==> config.mk <==
export PLATFORM = sky130hd
export DESIGN_NAME = button_debouncer
export DESIGN_NICKNAME = d
export VERILOG_FILES = /design/src/rtl/button_debouncer.sv
export SDC_FILE = /design/constraint.sdc
export NUM_CORES = 1
export LEC_CHECK = 0
export ABC_AREA = 1
export CORE_ASPECT_RATIO = 0.5
export CORE_UTILIZATION = 40
export CTS_CLUSTER_SIZE = 12
export DETAILED_ROUTE_END_ITERATION = 8
export SETUP_SLACK_MARGIN = 0.3
export SLEW_MARGIN = 20
export SYNTH_ARGS = -nofsm -noshare
export SYNTH_HDL_FRONTEND = slang
export SYNTH_SLANG_ARGS = --single-unit
==> constraint.sdc <==
create_clock -name CLOCK -period 1.6 [get_ports CLOCK]
set_clock_uncertainty 0.1 [all_clocks]
set_input_delay 0.4 -clock CLOCK [delete_from_list [all_inputs] [get_ports CLOCK]]
set_output_delay 0.4 -clock CLOCK [all_outputs]
set_load 0.005 [all_outputs]
==> src/rtl/button_debouncer.sv <==
// -----------------------------------------------------------------------------
// button_debouncer
//
// Purpose:
//   Cleans up a raw mechanical push-button level. The asynchronous input is
//   first brought into the CLOCK domain through a two-flop synchronizer. A
//   four-state FSM then accepts a new level only after the synchronized value
//   has held that level for STABLE_CYCLES consecutive cycles. A glitch that
//   returns to the old level before then is rejected silently.
//
//   For a clean step, Debounced changes at rising edge STABLE_CYCLES + 3.
//   Edge 1 is the first edge that samples the new level. Two edges are spent
//   in the synchronizer, one edge enters the check state, and STABLE_CYCLES
//   edges are spent counting.
//
// Parameters:
//   STABLE_CYCLES - cycles (N) a new level must persist; 1 .. 2**CNT_WIDTH-1
//   CNT_WIDTH     - width of the stability counter
//
// Ports:
//   CLOCK     in   sole clock, rising-edge active
//   Reset     in   synchronous, active-low reset
//   NoisyIn   in   raw, asynchronous, bouncing button level
//   Debounced out  registered debounced level
//   RiseEdge  out  registered one-cycle pulse on a Debounced 0 -> 1 change
//   FallEdge  out  registered one-cycle pulse on a Debounced 1 -> 0 change
//   Busy      out  registered; 1 while a level change is being qualified
// -----------------------------------------------------------------------------
module button_debouncer #(
    parameter int STABLE_CYCLES = 500000,
    parameter int CNT_WIDTH     = 20
) (
    input  logic CLOCK,
    input  logic Reset,
    input  logic NoisyIn,
    output logic Debounced,
    output logic RiseEdge,
    output logic FallEdge,
    output logic Busy
);

    // The encoding is chosen so that bit 1 is the debounced level and bit 0
    // is the busy flag. The output decode below stays explicit so that the
    // intent reads from the state names.
    typedef enum logic [1:0] {
        STABLE_LOW  = 2'b00,
        CHECK_HIGH  = 2'b01,
        STABLE_HIGH = 2'b10,
        CHECK_LOW   = 2'b11
    } state_t;

    // A qualification ends on the cycle in which the counter already holds
    // N-1. The counter therefore never needs to represent N, and it cannot
    // wrap.
    localparam logic [CNT_WIDTH-1:0] LAST_CNT = CNT_WIDTH'(STABLE_CYCLES - 1);

    // -------------------------------------------------------------------------
    // State
    // -------------------------------------------------------------------------
    logic                 sync0_q,     sync0_d;
    logic                 sync1_q,     sync1_d;
    state_t               state_q,     state_d;
    logic [CNT_WIDTH-1:0] cnt_q,       cnt_d;
    logic                 debounced_q, debounced_d;
    logic                 rise_q,      rise_d;
    logic                 fall_q,      fall_d;
    logic                 busy_q,      busy_d;

    // The FSM samples only the synchronizer output.
    logic s;
    assign s = sync1_q;

    // -------------------------------------------------------------------------
    // Synchronizer next state
    // -------------------------------------------------------------------------
    always_comb begin
        sync0_d = NoisyIn;
        sync1_d = sync0_q;
    end

    // -------------------------------------------------------------------------
    // FSM next state and counter
    // -------------------------------------------------------------------------
    always_comb begin
        // NOTE: every signal written here gets a default first, so no path
        // leaves a value unassigned and no latch can be inferred.
        state_d = state_q;
        cnt_d   = cnt_q;

        unique case (state_q)
            STABLE_LOW: begin
                if (s) begin
                    state_d = CHECK_HIGH;
                    cnt_d   = '0;
                end
            end

            CHECK_HIGH: begin
                if (!s) begin
                    // Glitch rejected: return to the old level without a pulse.
                    state_d = STABLE_LOW;
                    cnt_d   = '0;
                end else if (cnt_q == LAST_CNT) begin
                    state_d = STABLE_HIGH;
                    cnt_d   = '0;
                end else begin
                    cnt_d = cnt_q + CNT_WIDTH'(1);
                end
            end

            STABLE_HIGH: begin
                if (!s) begin
                    state_d = CHECK_LOW;
                    cnt_d   = '0;
                end
            end

            CHECK_LOW: begin
                if (s) begin
                    state_d = STABLE_HIGH;
                    cnt_d   = '0;
                end else if (cnt_q == LAST_CNT) begin
                    state_d = STABLE_LOW;
                    cnt_d   = '0;
                end else begin
                    cnt_d = cnt_q + CNT_WIDTH'(1);
                end
            end

            default: begin
                state_d = STABLE_LOW;
                cnt_d   = '0;
            end
        endcase
    end

    // -------------------------------------------------------------------------
    // Registered outputs, decoded from the next state so that they line up
    // with the state register (no extra cycle of latency).
    // -------------------------------------------------------------------------
    always_comb begin
        debounced_d = (state_d == STABLE_HIGH) || (state_d == CHECK_LOW);
        busy_d      = (state_d == CHECK_HIGH)  || (state_d == CHECK_LOW);
        // Pulses come only from completed qualifications. Aborted ones move
        // CHECK_* back to the same stable level, so they never match here.
        rise_d      = (state_q == CHECK_HIGH) && (state_d == STABLE_HIGH);
        fall_d      = (state_q == CHECK_LOW)  && (state_d == STABLE_LOW);
    end

    // -------------------------------------------------------------------------
    // Registers
    // -------------------------------------------------------------------------
    always_ff @(posedge CLOCK) begin
        // NOTE: reset is synchronous and takes priority over every next-state
        // term. It lives only here, so the combinational logic stays
        // reset-free. Asserting reset while high clears Debounced directly,
        // without going through CHECK_LOW, so no FallEdge is produced.
        if (!Reset) begin
            sync0_q     <= 1'b0;
            sync1_q     <= 1'b0;
            state_q     <= STABLE_LOW;
            cnt_q       <= '0;
            debounced_q <= 1'b0;
            rise_q      <= 1'b0;
            fall_q      <= 1'b0;
            busy_q      <= 1'b0;
        end else begin
            // NOTE: non-blocking assignments make every flop sample the
            // pre-edge values, whatever order the statements are in.
            sync0_q     <= sync0_d;
            sync1_q     <= sync1_d;
            state_q     <= state_d;
            cnt_q       <= cnt_d;
            debounced_q <= debounced_d;
            rise_q      <= rise_d;
            fall_q      <= fall_d;
            busy_q      <= busy_d;
        end
    end

    assign Debounced = debounced_q;
    assign RiseEdge  = rise_q;
    assign FallEdge  = fall_q;
    assign Busy      = busy_q;

endmodule

* Yosys cells after proc, flatten, opt, wreduce, memory -nomap -nowiden
Index checks and enable logic that the tools add are counted.
Word-level totals: bits in registers 28, latch bits 0, RAM bits 0, memory bits (read-only) 0, input bits 3, output and inout port bits 4, logic and storage cells 38, memories 0
Operators by class: $add $sub $neg 1, multipliers 0, divide/modulo/power cells 0, magnitude comparators 0, equal/unequal tests 9, shifts and indexed selects 0, multiplexer cells 13, bitwise operators 0, reduce and logical (&&, ||, !) cells 7
Operators by type and width (count):
- 20-bit two-way mux | 5
- 20-bit one-hot mux with 4 select lines | 1
- 20-bit by 1-bit adder with 20-bit output, second input constant | 1
- 20-bit by 19-bit equality test with 1-bit output, second input constant | 1
- 2-bit two-way mux | 6
- 2-bit equality test, second input constant | 4
- 2-bit one-hot mux with 4 select lines | 1
- 2-bit by 1-bit equality test with 1-bit output, second input constant | 2
- 2-bit zero test | 2
- 2-bit != test, second input constant | 2
- 1-bit logical AND | 2
- 1-bit logical OR | 2
- 2-bit AND reduction | 1

* Logic depth before layout (Yosys ltp)
depth after elaboration 6, mapped depth 10, gate-level depth less buffers 10

* Least setup slack after synthesis
No wires, ideal clock.
kind register -> register, from reg cnt_q[0], to reg cnt_q[11], library setup time 0.115 ns, arrival time 1.270 ns, data required time 1.385 ns, path slack 0.115 ns, cell stages (with the launch flop) 10, buffers on the path 1, period minus slack after synthesis 1.485 ns, cells stage by stage dfxtp_1 ha_1 nand3_1 inv_1 nand3_1 o21bai_1 nand2_2 nand2_4 buf_6 nor2_2
Between the ends: cells in the longest elaborated chain, start to end 4, elaborated cells between the ends (all ways) 6, classes of those cells 1 x add/sub; 1 x eq/ne; 4 x mux
RTL lines:
- from (decl) | line 63 | logic [CNT_WIDTH-1:0] cnt_q, cnt_d;
- from (signal assigned) | line 173 | cnt_q <= cnt_d;
- 20-bit by 1-bit adder with 20-bit output or 20-bit by 19-bit equality test with 1-bit output (tied branches)
- 20-bit two-way mux (*) | line 103, 122
- 20-bit two-way mux (on tied branches) | line 119, 99
- 20-bit one-hot mux with 4 select lines (*) | line 90 | unique case (state_q)
Every way passes the cells marked *; elsewhere a longest branch is shown, timed or not. A chain may end at the register's enable or synchronous reset.

* Final worst setup path
Ends and elaborated chain as after synthesis.

==> metrics.md <==
| Metric | Value |
|---|---|
| Metal3 WL | 119 um |
| Most Frequent Cell on Critical Path | nand3_4 |
| Reg clk slew, reported paths | 0.10 ns |
| Wire length per cell | 11.2 um |
| Die ar. | 0.00373 mm2 |
| Yosys reg bits | 27 |
| Die width | 85.4 um |
| Final min period | 1.49 ns |
| Worst Path Class, Setup | flop to flop |
| Critical Path Sink Type | flop |
| Status | completed |
| Uppermost layer routed | met4 |
| DR iter-0 viols | 47 |
| Vias in the first global route | 1,002 |
| Worst Hold Path Cells | 2 |
| Wire length on met2 | 1.19 mm |
| CP arrival | 1.57 ns |
| Antenna Cells | 0 |
| Cell Chain, Critical Path | ha_4 > nand3_4 > inv_4 > nand3_4 > o21bai_1 > nand2_2 > nand2_8 > nor2_2 |
| RSZ-0062 raised after global routing | yes |
| Port bufs | 6 |
| Io pins | 7 |
| Worst Tran Pin Value | 0.259 ns |
| First-pass detailed-route iteration total | 4 |
| Initial core utilization | 44.1% |
| CP peak stage delay | 0.38 ns |
| Final Slew Violations | 0 |
| Final TNS setup | 0 ns |
| Max Root-Sink Buffers | 2 |
| Max VDD drop | 0.357 mV |
| Vias per cell | 4.77 |
| Worst hold start | sync0_q |
| Finish-stage setup viols | 0 |
| Worst Hold End | s |
| Total Wirelength | 2.83 mm |
| R2r setup slk | 0.11 ns |
| Syn Nets | 202 |
| FP Rows | 14 |
| Worst reg2reg path depth | 8 |
| CTS tree | built |
| Crit Path Max Fanout | 7 |
| Maxcap violations | 0 |
| Commonest non-fill, non-tap cell in the layout | nand2_1 |
| Headroom to the max-slew limit | 82.7% |
| Worst-Skew Late Latency | 0.27 ns |
| Critical path required time | 1.67 ns |
| Hold WS | 0.327 ns |
| Most frequent cells in the layout | 50 x nand2_1, 23 x inv_1, 18 x dfxtp_1 |
| Worst path slowest cell | dfxtp_4 |
| Post-synthesis cell type count | 25 |
| Final core occ | 53.8% |
| Post-DRT Antenna Nets | 0 |
| PwrDens | 671 mW/mm2 |
| Area of the mapped netlist | 0.00139 mm2 |
| Worst Slack Setup Final | 0.106 ns |
| Layout area overhead | 22.0% |
| CORE AREA | 0.00315 mm2 |
| Antenna violations before repair | 0 |
| HPWL after detailed placement | 1.98 mm |
| Nets | 217 |
| Final Non-Filler Cells | 252 |
| YS warnings | 0 |
| Cells after Synth | 198 |
| Post-CTS Hold Buffers | 0 |
| Via total after detailed routing | 1,201 |
| Largest net degree at the start of global routing | 17 |
| Total gr overflow | 0 |
| Num CTS Buffers | 3 |
| Final hold viol count | 0 |
| CTS sink count | 27 |
| Final RePlAce weighted congestion | 0.846 |
| Layout cell share with drive strength beyond 1 | 29.7% |
| Avg Inst Size Synth | 7.02 um2 |
| Lkg Pwr | 0.618 nW |
| Place WS | 0.0486 ns |
| Seq/Total Area, Yosys | 38.9% |
| Max Fclk | 669 MHz |
| Final Cycle Share | 93.4% |
| Worst reg2reg endpoint | cnt_q[11] |
| Min-delay worst type | flop to flop |
| First-pass GRT wire length | 4.52 mm |
| Startpoint type of the worst setup path | flop |
| Wl on met1 | 1.51 mm |
| Htree depth | 1 |
| Placed Cells | 244 |
| GRT Total Usage | 15.6% |
| Clock root buffer master | clkbuf_8 |
| DRC | 0 |
| Reg-to-reg startpoint | cnt_q[0] |
| Die Height | 43.7 um |
-- stage by stage --
stage / power [mW] / instance area [um2]
after floorplan: 0.734 / 1420
after global placement: 0.744 / 1520
after detailed placement: 0.745 / 1520
after CTS: 1.14 / 1580
after global routing: 1.18 / 1700
final: 1.14 / 1700
-- power breakdown --
group | switching (mW) | internal (mW)
Combinational | 0.0453 | 0.0249
Sequential | 0.00177 | 0.668
Clock | 0.220 | 0.177
Total | 0.267 | 0.870
-- cell families after synthesis --
kind of cell,after synthesis,synth area share (%)
simple gates,115,38.6
compound gates,15,6.30
xor+xnor,9,5.67
flops,27,38.9
buf+inv,31,9.63
fa+ha+maj,1,0.900
-- Yosys cell counts --
library cell | n | area [um2]
nand2_1 | 51 | 191
dfxtp_1 | 27 | 541
inv_1 | 26 | 97.6
nor2_1 | 25 | 93.8
nand3_1 | 16 | 80.1
nor2_2 | 9 | 56.3
a21oi_1 | 7 | 35.0
xor2_1 | 7 | 61.3
nand2_2 | 4 | 25.0
nand4_1 | 3 | 18.8
o21bai_1 | 3 | 22.5
buf_4 | 2 | 15.0
nand2_4 | 2 | 22.5
o21ai_0 | 2 | 10.0
o22ai_1 | 2 | 12.5
or2_0 | 2 | 12.5
xnor2_1 | 2 | 17.5
buf_6 | 1 | 11.3
ha_1 | 1 | 12.5
inv_2 | 1 | 3.75
inv_4 | 1 | 6.26
nor2_4 | 1 | 11.3
nor2_8 | 1 | 20.0
nor3_1 | 1 | 5.00
o21a_1 | 1 | 7.51
-- state kept, by name (all words and copies together) (netlist names) --
register / cells
FallEdge: 1
s: 1
sync0_q: 1
Busy: 1
Debounced: 1
cnt_q: 20
RiseEdge: 1
state_q: 1
-- critical path, delay by kind of cell, from the launching register on --
kind                       cells  cell delay (ns)
AOI/OAI and AO/OA              1             0.15
adders and majority gates      1             0.15
buffers and inverters          1             0.08
DFF                            1             0.38
and+or+nand+nor                5             0.52
-- area by class of cell --
class | count | area, um2
sequential | 27 | 562
inverter | 28 | 110
clock buffer | 3 | 41.3
clock inverter | 1 | 7.51
fill | 321 | 1460
multi-input combinational | 141 | 840
timing repair buffer | 12 | 85.1
tap | 40 | 50.0
-- worst max-delay path by stage --
| stage | from | to | slack (ns) | cells after the start |
|---|---|---|---|---|
| finish | cnt_q[0] | cnt_q[11] | 0.11 | 8 |
| global route | cnt_q[0] | cnt_q[7] | 0.03 | 8 |
| CTS | cnt_q[1] | cnt_q[17] | 0.10 | 8 |
| detailed placement | cnt_q[1] | cnt_q[12] | 0.05 | 8 |
| global placement | cnt_q[1] | cnt_q[12] | 0.05 | 8 |
| floorplan | cnt_q[1] | cnt_q[11] | 0.19 | 9 |
-- routing by layer --
| metal | vias to the layer above | global-route usage (%) |
|---|---|---|
| met5 | - | 0 |
| met4 | 0 | 3.00 |
| met3 | 2 | 4.76 |
| met2 | 27 | 23.5 |
| met1 | 528 | 22.4 |
| li1 | 644 | - |
-- what timing repair did --
action / in CTS / in global routing
pin swaps: 3 / 14
buffers inserted: 0 / 3
endpoints found under the setup margin: 29 / 27
gates resized for setup: 19 / 33
gates cloned: 0 / 1
hold endpoints to repair: 0 / 0
Note: power is estimated with default switching activity, not from simulation.
